File: src/rtl/strm_reduce_engine.sv
// Stream map-reduce engine: per-lane key match or value, per-beat reduce, per-frame accumulate.
// Optional build macro STRM_REDUCE_SATURATE_EN clamps the accumulator on overflow instead of wrapping.
module strm_reduce_engine #(
  parameter int DATA_WIDTH = 64,
  parameter int KEY_WIDTH  = 8,
  parameter int CNT_WIDTH  = 32
) (
  input  logic                               i_clk,
  input  logic                               i_rst,
  input  logic [KEY_WIDTH-1:0]               i_key,
  input  logic [KEY_WIDTH-1:0]               i_key_mask,
  input  logic                               i_mode,
  input  logic [DATA_WIDTH-1:0]              i_strm_data,
  input  logic [DATA_WIDTH/KEY_WIDTH-1:0]    i_strm_keep,
  input  logic                               i_strm_last,
  input  logic                               i_strm_data_valid,
  output logic                               o_strm_data_rdy,
  output logic [CNT_WIDTH-1:0]               o_result_data,
  output logic [CNT_WIDTH-1:0]               o_beat_count,
  output logic                               o_overflow,
  output logic                               o_result_valid,
  input  logic                               i_result_ack
);

  localparam int LANES     = DATA_WIDTH / KEY_WIDTH;
  localparam int RED_WIDTH = KEY_WIDTH + $clog2(LANES);

  localparam logic [1:0] ST_RUN   = 2'd0;
  localparam logic [1:0] ST_DRAIN = 2'd1;
  localparam logic [1:0] ST_HOLD  = 2'd2;

  logic [1:0]                        state_q, state_d;
  logic                              rdy_q, first_q;
  logic [KEY_WIDTH-1:0]              key_q, mask_q;
  logic                              mode_q;
  logic [LANES-1:0][KEY_WIDTH-1:0]   map_q, map_d;
  logic                              map_v_q;
  logic [RED_WIDTH-1:0]              red_q, red_d;
  logic                              red_v_q;
  logic [CNT_WIDTH-1:0]              acc_q, acc_next, cnt_q;
  logic [CNT_WIDTH:0]                acc_sum;
  logic                              ovf_q;
  logic [CNT_WIDTH-1:0]              res_data_q, res_cnt_q;
  logic                              res_ovf_q, res_valid_q;

  logic                 accept, ack_hs, load_res;
  logic [KEY_WIDTH-1:0] cfg_key, cfg_mask;
  logic                 cfg_mode;

  assign accept = i_strm_data_valid && rdy_q;
  assign ack_hs = i_result_ack && res_valid_q;

  // The first beat of a frame uses the live configuration; later beats use the latched copy.
  assign cfg_key  = first_q ? i_key      : key_q;
  assign cfg_mask = first_q ? i_key_mask : mask_q;
  assign cfg_mode = first_q ? i_mode     : mode_q;

  always_comb begin
    map_d = '0;
    for (int k = 0; k < LANES; k++) begin
      if (i_strm_keep[k]) begin
        if (cfg_mode) begin
          map_d[k] = i_strm_data[k*KEY_WIDTH +: KEY_WIDTH];
        end else if (((i_strm_data[k*KEY_WIDTH +: KEY_WIDTH] ^ cfg_key) & cfg_mask) == '0) begin
          map_d[k] = KEY_WIDTH'(1);
        end
      end
    end
  end

  always_comb begin
    red_d = '0;
    for (int k = 0; k < LANES; k++) begin
      red_d = red_d + RED_WIDTH'(map_q[k]);
    end
  end

  assign acc_sum = {1'b0, acc_q} + (CNT_WIDTH+1)'(red_q);

`ifdef STRM_REDUCE_SATURATE_EN
  assign acc_next = (ovf_q || acc_sum[CNT_WIDTH]) ? '1 : acc_sum[CNT_WIDTH-1:0];
`else
  assign acc_next = acc_sum[CNT_WIDTH-1:0];
`endif

  always_comb begin
    state_d = state_q;
    case (state_q)
      ST_RUN:   if (accept && i_strm_last) state_d = ST_DRAIN;
      ST_DRAIN: if (!map_v_q && !red_v_q) state_d = ST_HOLD;
      ST_HOLD:  if (ack_hs) state_d = ST_RUN;
      default:  state_d = ST_RUN;
    endcase
  end

  assign load_res = (state_q == ST_DRAIN) && (state_d == ST_HOLD);

  always_ff @(posedge i_clk) begin
    if (i_rst) begin
      state_q     <= ST_RUN;
      rdy_q       <= 1'b0;
      first_q     <= 1'b1;
      key_q       <= '0;
      mask_q      <= '0;
      mode_q      <= 1'b0;
      map_q       <= '0;
      map_v_q     <= 1'b0;
      red_q       <= '0;
      red_v_q     <= 1'b0;
      acc_q       <= '0;
      cnt_q       <= '0;
      ovf_q       <= 1'b0;
      res_data_q  <= '0;
      res_cnt_q   <= '0;
      res_ovf_q   <= 1'b0;
      res_valid_q <= 1'b0;
    end else begin
      state_q <= state_d;
      rdy_q   <= (state_d == ST_RUN);
      map_v_q <= accept;
      red_v_q <= map_v_q;
      if (accept) begin
        map_q   <= map_d;
        cnt_q   <= cnt_q + CNT_WIDTH'(1);
        first_q <= 1'b0;
        if (first_q) begin
          key_q  <= i_key;
          mask_q <= i_key_mask;
          mode_q <= i_mode;
        end
      end
      if (map_v_q) red_q <= red_d;
      if (red_v_q) begin
        acc_q <= acc_next;
        if (acc_sum[CNT_WIDTH]) ovf_q <= 1'b1;
      end
      if (load_res) begin
        res_data_q  <= acc_q;
        res_cnt_q   <= cnt_q;
        res_ovf_q   <= ovf_q;
        res_valid_q <= 1'b1;
      end
      if (ack_hs) begin
        res_valid_q <= 1'b0;
        acc_q       <= '0;
        cnt_q       <= '0;
        ovf_q       <= 1'b0;
        first_q     <= 1'b1;
      end
    end
  end

  assign o_strm_data_rdy = rdy_q;
  assign o_result_data   = res_data_q;
  assign o_beat_count    = res_cnt_q;
  assign o_overflow      = res_ovf_q;
  assign o_result_valid  = res_valid_q;

endmodule

File: config.mk
export PLATFORM = sky130hd
export DESIGN_NAME = strm_reduce_engine
export DESIGN_NICKNAME = d
export VERILOG_FILES = /design/src/rtl/strm_reduce_engine.sv
export SDC_FILE = /design/constraint.sdc
export NUM_CORES = 1
export LEC_CHECK = 0
export BUFFER_PORTS_ARGS = -buffer_cell sky130_fd_sc_hd__buf_2
export CAP_MARGIN = 0
export CORE_UTILIZATION = 59
export DETAILED_ROUTE_END_ITERATION = 8
export PLACE_DENSITY = 0.88
export SYNTH_ARGS = -nofsm -noshare
export SYNTH_HDL_FRONTEND = slang
export SYNTH_SLANG_ARGS = --single-unit
File: constraint.sdc
create_clock -name i_clk -period 5.5 [get_ports i_clk]
set_input_delay 0.55 -clock i_clk [delete_from_list [all_inputs] [get_ports i_clk]]
set_output_delay 0.55 -clock i_clk [all_outputs]
set_load 0.02 [all_outputs]
# Yosys cells after proc, flatten, opt, wreduce, memory -nomap -nowiden
# Cells that the tools add are included.
# word_totals
out_inout_bits	67
reg_bits	229
inputBits	94
# op_classes
n_reduce_logical	19
addsub	9
n_mux	31
bitwise	16
n_eq_ne	3
# op_table
op	count
2-to-1 mux 8 bit	18
bitwise AND 8 bit	8
logical NOT 8 bit	8
bitwise XOR 8 bit	8
adder 11 x 8 -> 11 bit	4
adder 32 x 11 -> 33 bit	1
adder 32 x 1 -> 32 bit (second input constant)	1
adder 10 x 8 -> 11 bit	1
adder 9 x 8 -> 10 bit	1
adder 8 x 8 -> 9 bit	1
2-to-1 mux 1 bit	9
2-to-1 mux 2 bit	3
case mux 2 bit (3 select lines)	1
logical AND 1 bit	5
== test 2 bit (second input constant)	2
logical NOT 2 bit	2
== test 2 x 1 -> 1 bit (second input constant)	1
logical NOT 1 bit	2
AND reduction 2 bit	1
OR reduction 2 bit	1

# Logic depth before layout (Yosys ltp)
# Gate-level depths: netlist of the first run.
# logic_depth
depth_word	7
depth_mapped	16
depth_no_buf	16

# Worst setup path before layout of the first run
# Ideal clock, no wire load.
# synth_timing
kind	register -> register
startpoint	reg map_q[2] (netlist bit)
endpoint	reg red_q[8]
path_buffers	0
path_stages_with_launch	17
setup_ns	0.145
setup_slack_ns	1.361
t_arrival_ns	3.995
period_less_slack_ns	4.139
cell_sequence	dfxtp_1 -> inv_1 -> fa_1 -> inv_1 -> fa_1 -> fa_1 -> inv_1 -> fa_1 -> inv_1 -> ha_1 -> fa_1 -> a21o_1 -> a21o_1 -> a21oi_1 -> nor2b_1 -> mux2i_1 -> o311ai_0
# synth_between
elab_chain_len	7
# synth_lines
item	line_no	source
from (decl)	36	logic [LANES-1:0][KEY_WIDTH-1:0] map_q, map_d;
from (signal assigned)	123	map_q <= map_d;
adder 8 x 8 -> 9 bit	74	red_d = red_d + RED_WIDTH'(map_q[k]);
adder 9 x 8 -> 10 bit	74	
adder 10 x 8 -> 11 bit	74	
adder 11 x 8 -> 11 bit (4 in a row)	74	
to (signal assigned)	132	if (map_v_q) red_q <= red_d;
to (decl)	38	logic [RED_WIDTH-1:0] red_q, red_d;
# No other way between the ends.
# A chain may end at the register's enable or synchronous reset.

# Worst setup path after layout of the first run
# Ends and elaborated chain as after synthesis.

==> flow_summary_export.csv, run 1 <==
group,metric,value,unit
run,maxCapViolCount,0,
die,die-area,21600,um2
timing,fmax,227,MHz
clock_tree,cts_made_buffers,25,
timing,finalClockSkew,0.0208,ns
finish,final_util,0.694,
worst_setup_path,endpoint_kind,"flop",
worst_setup_path,reg2reg_from,"map_q[2]",
die,initial_core_util,0.608,
timing,period_needed,4.40,ns
timing,relSlewSlack,0.161,
worst_setup_path,cp-startpoint,"map_q[2]",
synth,syn_nets,1654,
synth,synth_seq_cells,229,
worst_setup_path,worstPathRequired,5.86,ns
grt,grt_pass1_wl,53.3,mm
worst_setup_path,cpLargestDelayFamily,"adder cells",
grt,grt_pass1_vias,10400,
synth,synth_edf_count,0,
clock_tree,cts_root_buf,"clkbuf_16",
synth,ys_types,48,
routing,routed_via_density,5.84,
die,pin_count,161,
placed_design,gp_congestion,1.02,
routing,ant_nets,0,
clock_tree,post_cts_resized,0,
synth,async_flop_share,0,
timing,rsz0062_at_grt,"false",
worst_setup_path,crit_path_frequent_cell,"fa_1",
routing,wl_per_cell,17.9,um
placed_design,hpwlAfterDp,23.9,mm
timing,worst_pin_slew,1.24,ns
routing,drt_iter0_markers,1074,
die,core_area,20400,um2
worst_setup_path,r2r-end,"red_q[8]",
worst_setup_path,reg2reg_slack,1.10,ns
grt,antenna_found_initial,0,
finish,nNetsFinal,1751,
worst_setup_path,cp_num_cells,16,
grt,grt_max_degree,104,
synth,yosys_warnings,0,
synth,syn_area,12400,um2
power_and_ir_drop,max-vdd-ir-drop,230,uV
synth,syn_area_per_cell,8.34,um2
die,fp.dieW,147,um
clock_tree,cts.sinks,229,
synth,ys.flop_type,"dfxtp_1",
worst_setup_path,path_class,"flop to flop",
worst_setup_path,crit_arrival,4.76,ns
finish,antenna_cells,0,
clock_tree,postCtsSetupBuffers,0,
grt,globalRouteOverflowTotal,0,
clock_tree,cts_buffer_depth,3,
timing,finalWorstSetupSlack,1.10,ns
power_and_ir_drop,p_total,3.97,mW
synth,seq_area_frac_synth,0.369,
power_and_ir_drop,p_per_area,280,nW/um2
worst_setup_path,worstPathCellList,"inv_1 -> fa_1 -> inv_1 -> fa_1 -> fa_1 -> inv_1 -> fa_1 -> inv_1 -> ha_1 -> fa_1 -> a21o_1 -> a21o_1 -> a21oi_1 -> nor2b_1 -> mux2i_1 -> o311ai_0",
clock_tree,cts_hold_buf,0,
timing,hold_viol,0,
grt,grt_usage,0.310,
placed_design,portBuffers,160,
run_status,outcome,"finished, final reports clean",
timing,fin_setup_tns,0,ns
die,rows,52,
timing,finalCritPeriodShare,0.800,
power_and_ir_drop,p_leak,5.81,nW
worst_setup_path,crit_path_max_fanout,2,
timing,slew_violations,0,
clock_tree,cts_tree,"done",
clock_tree,path_clk_slew,0.06,ns
timing,setup_viol,0,
routing,first_pass_iters,5,
finish,drive_gt1_frac,0.140,
worst_setup_path,endpoint,"red_q[8]",
die,fp.dieH,147,um
worst_setup_path,cp_num_buf_inv,4,
routing,wirelength,33.5,mm
hold_path,hp-start,"i_mode",
placed_design,dp_worst_setup_slack,1.09,ns
worst_setup_path,worstSetupStartpointType,"flop",
worst_setup_path,cp_slowest_stage_delay,0.54,ns
hold_path,hold_path_class,"input port to flop",
worst_setup_path,cp_slowest_cell,"fa_1",
worst_setup_path,r2r_cells,16,
routing,drc,0,
routing,dr_total_vias,11000,
finish,area_growth,14.2,%
clock_tree,h-tree-depth,1,
clock_tree,worst_skew_pair.late_latency,0.54,ns
hold_path,worstHoldPathCells,3,
synth,syn_inst,1489,
==> kinds of logic after synthesis <==
kind of cell	synth area share
AND/OR/NAND/NOR	0.169
AO/OA/AOI/OAI	0.155
adder cells (fa/ha/maj)	0.101
multiplexers	0.0149
XOR/XNOR	0.126
flip-flops	0.369
buffers and inverters	0.0661
==> cell type report <==
cell class / instances / area, um2
fill: 1583 / 6250
sequential: 229 / 4580
inverter: 116 / 435
timing repair buffer: 168 / 863
multi-input combinational: 1046 / 7030
clock inverter: 14 / 225
clock buffer: 31 / 708
tap: 270 / 338
==> synth_stat cells (2+ instances only) <==
library cell  instances  share of area
dfxtp_1             229           0.37
nand2_1             208          0.063
nor2_1              152          0.046
inv_1               116          0.035
xor2_1              114          0.080
a22oi_1             112          0.068
a21oi_1             109          0.044
clkbuf_1             84          0.025
xnor2_1              64          0.045
fa_1                 48          0.077
o21ai_0              33          0.013
nand3_1              30          0.012
ha_1                 23          0.023
nand4_1              23          0.012
mux2i_1              16          0.013
a211oi_1             15         0.0091
buf_1                12         0.0036
and2_1               10         0.0050
and3_1               10         0.0050
nor3_1                8         0.0032
a21o_1                7         0.0042
nand2b_1              7         0.0035
o22ai_1               7         0.0035
or3_1                 7         0.0035
a2111oi_0             6         0.0042
and4_1                6         0.0042
nor2b_1               5         0.0025
nand3b_1              4         0.0024
o211ai_1              4         0.0024
a41oi_1               2         0.0014
==> stage by stage <==
step | instance area, um2 | std cells | hold slack [ns]
floorplan | 12400 | 1489 | 0.431
global placement | 13200 | 1829 | 0.439
detailed placement | 13200 | 1829 | 0.443
CTS | 14200 | 1874 | 0.274
global route | 14200 | 1874 | 0.291
finish | 14200 | 1874 | 0.274
==> layer usage <==
metal / global-route usage / up-vias / routed length (um)
met2: 0.512 / 548 / 15700
met5: 0 / - / 0
met1: 0.395 / 5163 / 13300
met3: 0.0441 / 98 / 2780
met4: 0.163 / 0 / 1780
li1: - / 5141 / -
==> flip-flops by register name, indices dropped and copies added (netlist names), 2 cells and up <==
register / flops
acc_q: 32
cnt_q: 32
key_q: 8
map_q: 64
mask_q: 8
o_beat_count: 32
o_result_data: 32
red_q: 11
state_q: 2
==> report_power, final <==
part / internal, mW / switching, mW / total [mW]
sequential: 1.68 / 0.0384 / 1.72
clock: 1.16 / 0.698 / 1.85
combinational: 0.146 / 0.255 / 0.401
==> worst reg2reg max path, stage by stage, from the launching register on <==
cell	delay (ns)
dfxtp_1	0.33
inv_1	0.06
fa_1	0.53
inv_1	0.06
fa_1	0.50
fa_1	0.54
inv_1	0.05
fa_1	0.53
inv_1	0.04
ha_1	0.21
fa_1	0.40
a21o_1	0.19
a21o_1	0.19
a21oi_1	0.20
nor2b_1	0.09
mux2i_1	0.15
o311ai_0	0.16
==> cell usage in the layout, fill, tap and decap left out, types with 7 or more instances in the layout <==
cell / count
dfxtp_1: 229
nand2_1: 207
buf_2: 159
nor2_1: 152
inv_1: 116
xor2_1: 114
a22oi_1: 112
a21oi_1: 109
xnor2_1: 64
fa_1: 48
o21ai_0: 33
nand3_1: 30
clkbuf_16: 25
nand4_1: 23
ha_1: 23
mux2i_1: 16
a211oi_1: 15
and2_1: 10
and3_1: 10
buf_4: 9
nor3_1: 8
a21o_1: 7
or3_1: 7
o22ai_1: 7
==> worst min path at each step <==
stage               slack, ns                end
CTS                      0.27             mode_q
detailed placement       0.44  o_result_data[17]
global placement         0.44   o_beat_count[26]
floorplan                0.43         o_overflow
global route             0.29             mode_q
finish                   0.27             mode_q
Note: power is estimated with default switching activity, not from simulation.
==> run 2: changes to the inputs <==
--- a/config.mk
+++ b/config.mk
@@ -7,9 +7,9 @@
 export LEC_CHECK = 0
 export BUFFER_PORTS_ARGS = -buffer_cell sky130_fd_sc_hd__buf_2
 export CAP_MARGIN = 0
-export CORE_UTILIZATION = 59
+export CORE_UTILIZATION = 53
 export DETAILED_ROUTE_END_ITERATION = 8
-export PLACE_DENSITY = 0.88
+export PLACE_DENSITY = 0.84
 export SYNTH_ARGS = -nofsm -noshare
 export SYNTH_HDL_FRONTEND = slang
 export SYNTH_SLANG_ARGS = --single-unit
==> constraint.sdc (replaced) <==
create_clock -name i_clk -period 3.54 [get_ports i_clk]
set_input_delay 0.354 -clock i_clk [delete_from_list [all_inputs] [get_ports i_clk]]
set_output_delay 0.354 -clock i_clk [all_outputs]
set_load 0.02 [all_outputs]
==> run 2 against run 1 <==
  * The run now ends with setup timing left
  * First-iteration DRC count decreased by 25%
  * Worst setup slack got worse by 1.7 ns
  * Die area increased by 11%
  * Count of clock-buffer cells in the layout increased by 3
  * Register-to-register slack got worse by 1.7 ns
  * Clock skew about the same
  * Hold slack got worse by 0.22 ns
  * Routed wire length increased by 1.6%
  * Largest power group is now sequential cells
==> flow_summary_export.csv, run 2 (synthesis gave the netlist of run 1 again) <==
group,metric,value,unit
run_status,outcome,"finished with violations",
run_status,violations,"setup timing",
routing,drc,0,
worst_setup_path,crit_path_max_fanout,2,
placed_design,gp_congestion,1.02,
grt,grt_usage,0.283,
finish,layoutNonFillerInstCount,1942,
clock_tree,worst_skew_pair.late_latency,0.52,ns
clock_tree,cts_made_buffers,24,
timing,finalCritPeriodShare,1.16,
timing,fmax,243,MHz
power_and_ir_drop,p_per_area,400,nW/um2
finish,layout_common_cells,"221 x dfxtp_1, 207 x nand2_1, 159 x buf_2, 152 x nor2_1, 114 x xor2_1",
timing,slew_violations,0,
die,core_area,22800,um2
hold_path,hold_path_class,"input port to flop",
power_and_ir_drop,sw_frac_of_total,0.255,
die,fp.dieW,155,um
placed_design,portBuffers,160,
power_and_ir_drop,p_clk_frac,0.419,
power_and_ir_drop,share_comb_of_total_power,0.117,
finish,nNetsFinal,1779,
timing,setup_viol,8,
grt,met1_usage,0.342,
power_and_ir_drop,p_leak,5.88,nW
routing,wl_per_cell,17.5,um
routing,routed_via_density,5.63,
finish,regMostFlops,"map_q",
routing,ant_nets,0,
clock_tree,cts_tree,"done",
grt,grt_pass1_vias,10600,
worst_setup_path,worstSetupStartpointType,"flop",
die,initial_core_util,0.545,
routing,first_pass_iters,6,
worst_setup_path,worstPathRequired,3.91,ns
timing,relSlewSlack,0.397,
power_and_ir_drop,p_total,5.74,mW
routing,drt_iter0_markers,807,
finish,area_growth,15.6,%
placed_design,dp_worst_setup_slack,-0.495,ns
worst_setup_path,path_class,"flop to flop",
placed_design,placed_cell_area,13500,um2
worst_setup_path,endpoint_kind,"flop",
timing,worst_pin_slew,0.900,ns
finish,n_fill_cell,1899,
die,rows,55,
grt,grt.met2_usage,0.462,
timing,finalClockSkew,0.0212,ns
routing,dr_total_vias,10900,
clock_tree,cts.sinks,229,
clock_tree,h-tree-depth,1,
timing,whs,0.0513,ns
finish,final_cell_area,14400,um2
placed_design,hpwlAfterDp,24.8,mm
timing,fin_setup_tns,-2.90,ns
placed_design,dpl.cell_count,1899,
grt,use_met3,0.0560,
grt,grt_pass1_wl,53.7,mm
grt,grt_busiest_layer,"met2",
run,maxCapViolCount,0,
power_and_ir_drop,switchingPower,1.46,mW
die,die-area,24100,um2
worst_setup_path,crit_arrival,4.49,ns
grt,antenna_found_initial,1,
timing,rsz0062_at_grt,"true",
grt,globalRouteOverflowTotal,0,
power_and_ir_drop,p_seq_frac,0.464,
finish,layout_commonest_cell,"dfxtp_1",
clock_tree,cts_buffer_depth,3,
power_and_ir_drop,p_int,4.28,mW
timing,finalWorstSetupSlack,-0.578,ns
clock_tree,cts_root_buf,"clkbuf_16",
die,pin_count,161,
power_and_ir_drop,max-vdd-ir-drop,356,uV
die,fp.dieH,155,um
grt,grt_max_degree,85,
routing,wirelength,34.1,mm
finish,largest_reg_flops,64,
clock_tree,path_clk_slew,0.06,ns
timing,hold_viol,0,
finish,drive_gt1_frac,0.165,
timing,period_needed,4.12,ns
finish,final_util,0.630,
clock_tree,cts_hold_buf,0,
-- run 2: power groups by stage --
stage | combinational (mW) | sequential [mW] | clock (mW)
6_report | 0.669 | 2.66 | 2.41
5_1_grt | 0.726 | 2.67 | 2.56
4_1_cts | 0.653 | 2.66 | 2.45
3_5_place_dp | 0.637 | 2.72 | 0
3_3_place_gp | 0.623 | 2.72 | 0
2_1_floorplan | 0.424 | 2.69 | 0
-- run 2: final timing paths --
check                                   endpoint  cells past startpoint              from  slack [ns]
worst max-delay path                    red_q[8]                     16         map_q[42]       -0.58
worst min-delay path                     map_v_q                      2             i_rst        0.05
worst max register to register          red_q[8]                     16         map_q[42]       -0.58
worst min register to register  o_beat_count[30]                      2  o_beat_count[30]        0.45
-- run 2: cell type report --
type | instances | area, um2 | area share
multi-input cells | 1046 | 7100 | 0.494
flip-flops and latches | 229 | 4590 | 0.320
repair buffers | 197 | 1090 | 0.0758
clock buffers | 34 | 689 | 0.0480
inverters | 116 | 435 | 0.0303
well taps | 313 | 392 | 0.0273
clock inverters | 6 | 57.6 | 0.00401
diodes | 1 | 2.50 | 0.000174
-- run 2: critical path: stages (launching register included) --
cell	delay [ns]
dfxtp_2	0.33
inv_2	0.04
fa_1	0.55
inv_2	0.04
fa_1	0.49
fa_1	0.53
inv_2	0.05
fa_1	0.51
inv_2	0.06
ha_4	0.16
fa_2	0.35
a21o_1	0.17
a21o_1	0.17
a21oi_2	0.16
nor2b_1	0.07
mux2i_1	0.16
o311ai_1	0.12
-- run 2: repair_timing --
action                     4_1_cts  5_1_grt
gates resized for setup         14        7
gates cloned                     0        0
pin swaps                        6        1
setup endpoints to repair        8        8
buffers inserted                 2        0
-- run 2: metal layers --
layer	routed length (um)	vias to the layer above
met5	0	-
met4	2200	0
met3	2750	112
met2	15500	457
met1	13700	5176
li1	-	5191
